$ cat src/rtl/adc_spi_capture.sv
// Periodic SPI (mode 0) capture of a serial ADC: one frame per period tick, result held
// on sample_data and announced by a single-cycle sample_valid pulse.
module adc_spi_capture #(
  parameter int DATA_W        = 10,
  parameter int LEAD_BITS     = 2,
  parameter int CLK_DIV       = 2,
  parameter int CS_SETUP      = 2,
  parameter int SAMPLE_PERIOD = 500
) (
  input  logic              clk,
  input  logic              reset_n,
  input  logic              enable,
  input  logic              adc_miso,
  output logic              adc_cs_n,
  output logic              adc_sclk,
  output logic [DATA_W-1:0] sample_data,
  output logic              sample_valid,
  output logic              overrun
);

  localparam int N    = LEAD_BITS + DATA_W;
  localparam int PW   = $clog2(SAMPLE_PERIOD + 1);
  localparam int SW   = $clog2(CS_SETUP + 1);
  localparam int DW   = $clog2(CLK_DIV + 1);
  localparam int BW   = $clog2(N + 1);

  typedef enum logic [1:0] {IDLE, SETUP, SHIFT, DONE} state_t;

  state_t            state_q, state_d;
  logic [PW-1:0]     per_cnt_q, per_cnt_d;
  logic              tick_q, tick_d;
  logic [SW-1:0]     setup_cnt_q, setup_cnt_d;
  logic [DW-1:0]     div_q, div_d;
  logic [BW-1:0]     bit_cnt_q, bit_cnt_d;
  logic [DATA_W-1:0] shreg_q, shreg_d;
  logic              cs_n_q, cs_n_d;
  logic              sclk_q, sclk_d;
  logic [DATA_W-1:0] data_q, data_d;
  logic              valid_q, valid_d;
  logic              overrun_q, overrun_d;

  always_comb begin
    state_d     = state_q;
    per_cnt_d   = per_cnt_q;
    tick_d      = 1'b0;
    setup_cnt_d = setup_cnt_q;
    div_d       = div_q;
    bit_cnt_d   = bit_cnt_q;
    shreg_d     = shreg_q;
    cs_n_d      = cs_n_q;
    sclk_d      = sclk_q;
    data_d      = data_q;
    valid_d     = 1'b0;
    overrun_d   = overrun_q;

    if (!enable) begin
      per_cnt_d = '0;
    end else if (per_cnt_q == PW'(SAMPLE_PERIOD - 1)) begin
      per_cnt_d = '0;
      tick_d    = 1'b1;
    end else begin
      per_cnt_d = per_cnt_q + PW'(1);
    end

    if (tick_q && state_q != IDLE) overrun_d = 1'b1;

    case (state_q)
      IDLE: begin
        if (tick_q) begin
          state_d     = SETUP;
          cs_n_d      = 1'b0;
          setup_cnt_d = '0;
        end
      end
      SETUP: begin
        // The edge leaving SETUP is the first sclk rise, so the first bit is taken here.
        if (setup_cnt_q == SW'(CS_SETUP - 1)) begin
          state_d   = SHIFT;
          sclk_d    = 1'b1;
          shreg_d   = {shreg_q[DATA_W-2:0], adc_miso};
          bit_cnt_d = BW'(1);
          div_d     = '0;
        end else begin
          setup_cnt_d = setup_cnt_q + SW'(1);
        end
      end
      SHIFT: begin
        if (div_q == DW'(CLK_DIV - 1)) begin
          div_d = '0;
          if (sclk_q) begin
            sclk_d = 1'b0;
          end else if (bit_cnt_q == BW'(N)) begin
            // Last low half-period has elapsed: close the frame.
            state_d = DONE;
            cs_n_d  = 1'b1;
            data_d  = shreg_q;
            valid_d = 1'b1;
          end else begin
            sclk_d    = 1'b1;
            shreg_d   = {shreg_q[DATA_W-2:0], adc_miso};
            bit_cnt_d = bit_cnt_q + BW'(1);
          end
        end else begin
          div_d = div_q + DW'(1);
        end
      end
      DONE: begin
        state_d = IDLE;
      end
      default: begin
        state_d = IDLE;
      end
    endcase
  end

  always_ff @(posedge clk or negedge reset_n) begin
    if (!reset_n) begin
      state_q     <= IDLE;
      per_cnt_q   <= '0;
      tick_q      <= 1'b0;
      setup_cnt_q <= '0;
      div_q       <= '0;
      bit_cnt_q   <= '0;
      shreg_q     <= '0;
      cs_n_q      <= 1'b1;
      sclk_q      <= 1'b0;
      data_q      <= '0;
      valid_q     <= 1'b0;
      overrun_q   <= 1'b0;
    end else begin
      state_q     <= state_d;
      per_cnt_q   <= per_cnt_d;
      tick_q      <= tick_d;
      setup_cnt_q <= setup_cnt_d;
      div_q       <= div_d;
      bit_cnt_q   <= bit_cnt_d;
      shreg_q     <= shreg_d;
      cs_n_q      <= cs_n_d;
      sclk_q      <= sclk_d;
      data_q      <= data_d;
      valid_q     <= valid_d;
      overrun_q   <= overrun_d;
    end
  end

  assign adc_cs_n     = cs_n_q;
  assign adc_sclk     = sclk_q;
  assign sample_data  = data_q;
  assign sample_valid = valid_q;
  assign overrun      = overrun_q;

endmodule

$ cat config.mk
export PLATFORM = sky130hd
export DESIGN_NAME = adc_spi_capture
export DESIGN_NICKNAME = d
export VERILOG_FILES = /design/src/rtl/adc_spi_capture.sv
export SDC_FILE = /design/constraint.sdc
export NUM_CORES = 1
export LEC_CHECK = 0
export BUFFER_PORTS_ARGS = -buffer_cell sky130_fd_sc_hd__buf_2
export CELL_PAD_IN_SITES_DETAIL_PLACEMENT = 1
export CELL_PAD_IN_SITES_GLOBAL_PLACEMENT = 2
export CORE_UTILIZATION = 32
export CTS_CLUSTER_DIAMETER = 80
export DETAILED_ROUTE_END_ITERATION = 7
export GPL_TIMING_DRIVEN = 0
export PLACE_DENSITY = 0.63
export SYNTH_ARGS = -nofsm -noshare
export SYNTH_HDL_FRONTEND = slang
export SYNTH_SLANG_ARGS = --single-unit
$ cat constraint.sdc
create_clock -name clk -period 2 [get_ports clk]
set_clock_uncertainty 0.15 [all_clocks]
set_input_delay 0.4 -clock clk [delete_from_list [all_inputs] [get_ports clk]]
set_output_delay 0.4 -clock clk [all_outputs]
set_load 0.005 [all_outputs]
* Word-level counts from Yosys, hierarchy flattened
Cells that the tools add are included.
Storage, ports and cells: bits in registers 44, bits in latches 0, RAM bits 0, memory bits (read-only) 0, bits of input ports 4, output and inout port bits 14, logic and storage cells 84, memories 0
Operators by class: add/sub/neg operators 4, multiply operators 0, divide/modulo/power cells 0, magnitude comparators 0, eq/ne operators 14, shift operators 0, mux-type cells 40, bitwise logic cells 1, reductions and logical operators 13
Operator list (number):
- 2-to-1 mux 10 bit | 4
- case mux 10 bit (2 select lines) | 1
- 2-to-1 mux 2 bit | 9
- 2-to-1 mux 9 bit | 2
- 2-to-1 mux 4 bit | 4
- AND reduction 5 bit | 3
- 2-to-1 mux 1 bit | 14
- != test 2 bit (second input constant) | 7
- adder 9 x 1 -> 9 bit (second input constant) | 1
- == test 9 bit (second input constant) | 1
- case mux 2 bit (2 select lines) | 2
- case mux 2 bit (4 select lines) | 1
- case mux 4 bit (2 select lines) | 1
- nonzero test 2 bit | 4
- == test 2 x 1 -> 1 bit (second input constant) | 3
- AND reduction 3 bit | 2
- adder 2 x 1 -> 2 bit (second input constant) | 2
- adder 4 x 1 -> 4 bit (second input constant) | 1
- == test 2 bit (second input constant) | 2
- == test 4 bit (second input constant) | 1
- case mux 1 bit (2 select lines) | 2
- AND reduction 4 bit | 1
- logical NOT 2 bit | 1
- AND reduction 2 bit | 1
- other kinds (2) | 2

* Depth between registers and ports, before layout
Gate-level depths: netlist of the first run.
depth after elaboration 5, gate-level depth with buffers 7, gate-level depth less buffers 6

* Least setup slack after synthesis of the first run
No wires, ideal clock.
path kind register to register, start point register state_q[0], end point register shreg_q[9], setup time 125 ps, arrival 1575 ps, required time 1725 ps, setup slack 150 ps, stages on the path, launching flop included 7, buffers on the path 0, clock period less this slack 1850 ps, cell sequence dfrtp_1 inv_1 ha_1 inv_2 a22oi_4 nand2b_4 mux2_4
On the way: cells in the longest elaborated chain, start to end 3, elaborated cells between the ends (all ways) 9, classes of those cells eq/ne: 6; mux: 1; reduce/logical: 2
Ends and longest elaborated chain:
- start: declaration | line 29 | state_t state_q, state_d;
- start signal: assignment | line 131 | state_q <= state_d;
- == test 2 bit or == test 2 x 1 -> 1 bit (tied branches) | line 67 | case (state_q)
- != test 2 bit (no line) or nonzero test 2 bit (tied branches)
- AND reduction 5 bit (no line)
- end signal: assignment | line 137 | shreg_q <= shreg_d;
- end: declaration | line 35 | logic [DATA_W-1:0] shreg_q, shreg_d;
Several ways; a longest one is shown, not always the timed one. A chain may end at the register's enable or synchronous reset.

* Worst setup path after layout of the first run
start point register state_q[1], end point register shreg_q[9]
The elaborated chain is that of the path after synthesis.

==> key figures, run 1 <==
Status
  – Status: finished, violations left
  – Violated checks: design-rule violations

Final layout
  – Fillers: 681
  – Layout Cells excl Fill: 283
  – Area growth syn-to-layout: 16.78%
  – Area occupied by multi-input gates: 1011 µm²
  – Layout cell share with drive strength beyond 1: 36.89%
  – Layout Nets: 217
  – Final core occ: 39.04%
  – Ant. Diodes: 0
  – Register area: 1104 µm²

Worst setup path
  – Worst Path Arrival: 1.94 ns
  – Worst EP required: 2.04 ns
  – Critical Path Fanout Max: 9
  – CP peak stage delay: 0.43 ns
  – Crit path cell chain: inv_2 -> ha_1 -> buf_6 -> a22oi_4 -> nand2b_4 -> mux2_4
  – Crit Path Category: flop to flop
  – Kind of end point of the critical path: flop
  – Critical-path top delay cell: dfrtp_2
  – Setup crit start kind: flop

STA
  – Endpoints failing hold: 0
  – Slew Limit Fails: 0
  – Tmin final: 1.898 ns
  – Max Fclk: 0.5270 GHz
  – Setup Total Neg Slack: 0 ns
  – Hold slack: 0.1114 ns
  – Slew @ Worst Pin: 0.9958 ns
  – Worst slew margin: 33.61%
  – # setup viols final: 0
  – Crit share post-route: 94.88%
  – RSZ-0062 raised after global routing: no

Routing
  – Vias per Instance: 5.053
  – Drt wl/cell: 15.06 µm
  – DRC viols: 4
  – Post-Route WL: 4261 µm
  – Antenna-violating nets left: 0
  – Initial DRC Count: 34
  – Via count: 1430
  – Drt pass-1 iters: 6

Floorplan
  – CORE AREA: 6422 µm²
  – Die ar.: 7041 µm²
  – Die X: 83.91 µm
  – Num rows: 29
  – I/O Pins: 18
  – Chip height: 83.91 µm
  – Initial Utilization: 33.43%

CTS
  – CTS tree: done
  – Clock transition at path regs: 0.09 ns
  – Clk_lat worst skew: 0.30 ns
  – Hold Buf Count CTS: 0
  – H-tree Lvls: 2
  – Root buffer selected by CTS: clkbuf_8
  – Max Root-Sink Buffers: 2
  – CTS buffer count: 5
  – Clock Sinks: 44

GRT
  – Initial antenna violation count: 0
  – First-pass GRT wire length: 7645 µm
  – Vias in the first global route: 1587
  – Largest net degree at the start of global routing: 45
  – Overflow left after global routing: 0
  – GRT Total Usage: 13.72%

Yosys
  – Synthesized area: 2147 µm²
  – Syn Area/Cell: 12.13 µm²
  – Unique masters post-synth: 50
  – Synth Area in Adders: 4.662%
  – Seq/Total Area, Yosys: 51.34%
  – Largest family of logic cells by synthesized area: simple AND/OR/NAND/NOR gates
  – Simple-Gate Fraction of Synth Area: 14.45%
  – Post-synth EDFFs: 0
  – Flop and latch count out of synthesis: 44
  – Post-synth ARST share: 100.0%
  – Compound-cell area share of the yosys netlist: 12.88%
  – Synth Net Count: 189
  – Top FF cell, synth: dfrtp_1
  – Synthesized-area fraction occupied by xor and xnor cells: 1.632%
  – Synthesis Warnings: 0
  – Post-Syn Instances: 177
  – Portion of netlist area occupied by mux cells: 12.18%

Flow run
  – Max_cap viols: 0

Placed design
  – Placed Cells: 271
  – Port bufs: 17
  – RD Place Congestion: 0.7342
  – Detailed Place HPWL: 3040 µm

Power
  – Peak supply drop: 299.8 µV
  – Clock power share: 42.9%
  – Int Power: 1.281 mW
  – Power, Total: 1.642 mW
  – Logic pwr share: 2.1%
  – Net Sw Frac: 21.97%
  – Cell area power density: 654.7 nW/µm²
  – Sw power: 0.3606 mW
  – Reg power frac: 55.0%
  – Leak Pwr: 1.206 nW

Min path
  – Hold Path Class: primary input to async pin
[worst max-delay path, delay by kind of cell, from the launching register on]
family	cells	cell delay (ns)
and+or+nand+nor	1	0.23
buffers and inverters	2	0.21
muxes	1	0.30
DFF	1	0.43
adders and majority gates	1	0.19
AOI/OAI and AO/OA	1	0.29
[area by class of cell]
type	instances	share of cell area, %
well taps	77	3.842
plain buffers	3	0.9481
flip-flops and latches	44	44.01
inverters	10	1.647
multi-input cells	120	40.32
repair buffers	21	4.591
clock inverters	3	1.896
clock buffers	5	2.745
[flip-flops by register name, summed over array words and instances (netlist names)]
| name | flops |
|---|---|
| bit_cnt_q | 4 |
| div_q | 2 |
| shreg_q | 10 |
| state_q | 2 |
| setup_cnt_q | 2 |
| tick_q | 1 |
| sample_valid | 1 |
| adc_cs_n | 1 |
| sample_data | 10 |
| overrun | 1 |
| adc_sclk | 1 |
| per_cnt_q | 9 |
[cell usage in the layout, fill, tap and decap left out, types with 6 or more instances in the layout]
cell	instances
o21ai_0	6
a21oi_1	8
buf_2	17
mux2_2	21
nand2_1	8
nor2_1	14
nand3_1	6
inv_1	6
dfrtp_1	42
[through the flow]
| stage | setup WS [ns] | area [µm²] |
|---|---|---|
| after CTS | 0.01316 | 2461 |
| after detailed placement | -0.04537 | 2328 |
| final | 0.1024 | 2507 |
| after global routing | 0.007313 | 2507 |
| after floorplan | 0.1499 | 2147 |
| after global placement | 0.005178 | 2328 |
[logic make-up after synthesis]
| kind of cell | after synthesis |
|---|---|
| compound gates | 35 |
| xor+xnor | 4 |
| mux | 23 |
| simple gates | 50 |
| fa+ha+maj | 8 |
| buf+inv | 13 |
| flops | 44 |
[Yosys cell counts, types with 2 or more instances]
| master | n | area share, % |
|---|---|---|
| nor2_1 | 14 | 2.4 |
| inv_1 | 9 | 1.6 |
| nand3b_1 | 2 | 0.70 |
| and3_1 | 2 | 0.58 |
| o31ai_1 | 3 | 1.0 |
| nor4_1 | 2 | 0.58 |
| dfrtp_1 | 43 | 50 |
| o21ai_0 | 6 | 1.4 |
| mux2_2 | 21 | 11 |
| a21o_1 | 2 | 0.70 |
| nand2b_4 | 2 | 1.3 |
| nand3_1 | 6 | 1.4 |
| nand2_1 | 8 | 1.4 |
| nor2b_4 | 2 | 1.3 |
| a21oi_1 | 8 | 1.9 |
| ha_1 | 8 | 4.7 |
| a21boi_0 | 2 | 0.70 |
| nand2b_1 | 2 | 0.58 |
| xnor2_1 | 3 | 1.2 |
| o211ai_1 | 2 | 0.70 |
[routing by layer]
layer / share of wire (%) / up-vias / wire length [µm] / GRT usage (%)
li1: - / 681 / - / -
met1: 46 / 728 / 1980 / 16.97
met2: 50 / 19 / 2131 / 22.73
met5: 0 / - / 0 / 0
met4: 0.70 / 0 / 30 / 5.799
met3: 2.8 / 2 / 118 / 3.462
[power groups by stage]
stage | Combinational (mW) | Sequential, mW | Clock (mW)
after detailed placement | 0.0372 | 0.920 | 0
final | 0.0348 | 0.902 | 0.705
after global placement | 0.0355 | 0.919 | 0
after floorplan | 0.0116 | 0.919 | 0
after CTS | 0.0373 | 0.902 | 0.735
after global routing | 0.0419 | 0.904 | 0.774
[path summary, 6_finish.rpt]
kind	startpoint	endpoint	slack (ns)	depth (start not counted)
worst min register to register	overrun	overrun	0.32	1
min in group clk	adc_miso	shreg_q[0]	0.20	2
max in group asynchronous	reset_n	state_q[1]	0.91	1
worst min-delay path	reset_n	div_q[1]	0.11	1
worst max register to register	state_q[1]	shreg_q[9]	0.10	6
worst max-delay path	state_q[1]	shreg_q[9]	0.10	6
[what timing repair did]
action | in CTS | in global routing
resized for setup | 3 | 7
pin swaps | 1 | 2
endpoints found under the setup margin | 10 | 13
buffers inserted | 1 | 3
(Power assumes the default switching activity.)
==> inputs of run 2 (changes only) <==
- PLACE_DENSITY: 0.63 -> 0.61
- clock period: 2 -> 1.9 ns (I/O delays scaled with it)
==> run 2 against run 1 <==
Effect of this change:
- the run now ends clean
- sequential share of layout area down 3.1 points
- critical path depth up 2
- highest routed layer unchanged
- final area up 7.6%
- fmax up 0.53%
- largest cell class unchanged
- register-to-register slack worse by 0.09 ns
==> key figures, run 2 (synthesis results as in run 1) <==
Status
  – Status: completed

Routing
  – Drt wl/cell: 15.31 µm (+1.7%)
  – Antenna-violating nets left: 0 (unchanged)
  – Via count: 1487 (+4.0%)
  – DRC viols: 0 (-4)
  – Vias per Instance: 4.940 (-2.2%)
  – Post-Route WL: 4609 µm (+8.2%)
  – Initial DRC Count: 33 (-2.9%)
  – Drt pass-1 iters: 4 (-2)

STA
  – Slew @ Worst Pin: 1.005 ns (+0.009123 ns)
  – Crit share post-route: 99.35% (+4.5 points)
  – Tmin final: 1.888 ns (-0.009912 ns)
  – Hold slack: 0.08720 ns (-0.02422 ns)
  – RSZ-0062 raised after global routing: yes
  – Endpoints failing hold: 0 (unchanged)
  – Slew Limit Fails: 0 (unchanged)
  – Max Fclk: 0.5297 GHz (+0.53%)
  – # setup viols final: 0 (unchanged)
  – Worst slew margin: 33.01% (-0.61 points)

Placed design
  – RD Place Congestion: 0.7290 (-0.71%)
  – Port bufs: 17 (unchanged)
  – Detailed Place HPWL: 2961 µm (-2.6%)
  – Placed cell area: 2328 µm² (unchanged)

Worst setup path
  – Worst R2R Start: state_q[1]
  – Critical Path Fanout Max: 8 (-1)
  – Worst EP required: 1.94 ns (-0.10 ns)
  – R2R Path End: shreg_q[3]
  – Worst Path Arrival: 1.93 ns (about the same)
  – Crit Path Category: flop to flop
  – Kind of end point of the critical path: flop
  – Setup crit start kind: flop
  – R2r worst-path depth: 8 (+2)
  – Reg2Reg Setup Slack: 0.01 ns (-0.09 ns)

Power
  – Power, Total: 1.749 mW (+6.5%)
  – Cell area power density: 648.1 nW/µm² (-1.0%)
  – Leak Pwr: 1.317 nW (+9.2%)
  – Peak supply drop: 285.4 µV (-4.8%)

Floorplan
  – Die X: 83.91 µm (unchanged)
  – Initial Utilization: 33.43% (unchanged)
  – I/O Pins: 18 (unchanged)
  – Num rows: 29 (unchanged)
  – Die ar.: 7041 µm² (unchanged)
  – Chip height: 83.91 µm (unchanged)
  – CORE AREA: 6422 µm² (unchanged)

Final layout
  – Commonest cells after routing, fill and taps aside: 42 x dfrtp_1, 20 x mux2_2, 19 x buf_4, 17 x buf_2, 14 x nor2_1
  – Commonest non-fill, non-tap cell in the layout: dfrtp_1
  – Layout Nets: 235 (+8.3%)
  – Fin area: 2699 µm² (+7.6%)
  – Fillers: 706 (+3.7%)
  – Layout cell share with drive strength beyond 1: 42.86% (+6.0 points)
  – Area growth syn-to-layout: 25.70%
  – Ant. Diodes: 0 (unchanged)

GRT
  – Overflow left after global routing: 0 (unchanged)
  – Vias in the first global route: 1564 (-1.4%)
  – Largest net degree at the start of global routing: 45 (unchanged)
  – First-pass GRT wire length: 7693 µm (+0.63%)
  – Initial antenna violation count: 0 (unchanged)
  – GRT Total Usage: 13.76% (+0.037 points)

CTS
  – CTS buffer count: 5 (unchanged)
  – Max Root-Sink Buffers: 2 (unchanged)
  – Clock transition at path regs: 0.10 ns (about the same)
  – Root buffer selected by CTS: clkbuf_8
  – Hold Buf Count CTS: 0 (unchanged)
  – Clk_lat worst skew: 0.30 ns (about the same)
  – Clock Sinks: 44 (unchanged)
  – CTS tree: done
  – H-tree Lvls: 2 (unchanged)

Flow run
  – Max_cap viols: 0 (unchanged)

Min path
  – Hold Path Class: primary input to async pin
==> run 2: worst max-delay path by stage <==
stage                     startpoint    endpoint  slack (ns)  cells after the start
after floorplan           state_q[0]  shreg_q[9]        0.05                      6
after global placement    state_q[0]  shreg_q[9]       -0.09                      6
after detailed placement  state_q[0]  shreg_q[9]       -0.15                      6
after CTS                 state_q[0]  shreg_q[1]        0.01                      7
after global routing      state_q[1]  shreg_q[4]       -0.03                      8
final                     state_q[1]  shreg_q[3]        0.01                      8
==> run 2: power breakdown <==
part	internal, mW	switching [mW]
clock	0.397	0.364
sequential	0.943	0.00771
combinational	0.00965	0.0279
total	1.35	0.400
==> run 2: worst max-delay path, cell delays in order, from the launching register on <==
cell and delay [ns]:
dfrtp_2 0.41, inv_2 0.06, ha_1 0.19, buf_6 0.15, nand2b_4 0.10, o21ai_4 0.07, buf_12 0.14, nor2_4 0.16
mux2_2 0.35
==> run 2: per-layer routing <==
layer	GRT usage, %	share of wire, %	vias to the layer above
met2	23.10	49	15
li1	-	-	719
met3	3.264	2.3	6
met4	4.232	1.2	0
met5	0	0	-
met1	17.50	47	747
==> run 2: per-stage QoR <==
stage | std cells | TNS [ns] | utilization [%] | worst slack [ns]
finish | 301 | 0 | 42.02 | 0.01229
global route | 301 | -0.1482 | 42.02 | -0.02889
CTS | 285 | 0 | 39.20 | 0.01352
detailed placement | 271 | -0.7799 | 36.26 | -0.1485
global placement | 271 | -0.3703 | 36.26 | -0.09360
floorplan | 177 | 0 | - | 0.04986
==> run 2: final cells by class <==
type / count / area [µm²] / area share (%)
Buffer: 3 / 27.53 / 1.020
Clock buffer: 5 / 68.82 / 2.550
Clock inverter: 3 / 46.29 / 1.715
Inverter: 10 / 41.29 / 1.530
Multi-Input combinational cell: 121 / 1056 / 39.13
Sequential cell: 44 / 1104 / 40.89
Tap cell: 77 / 96.34 / 3.570
Timing Repair Buffer: 38 / 259.0 / 9.597
==> run 2: what timing repair did <==
action                     4_1_cts  5_1_grt
buffers inserted                 6       15
gates resized for setup         10       10
setup endpoints to repair       11       27
hold endpoints to repair         0        0
pin swaps                        2        6
gates cloned                     0        1
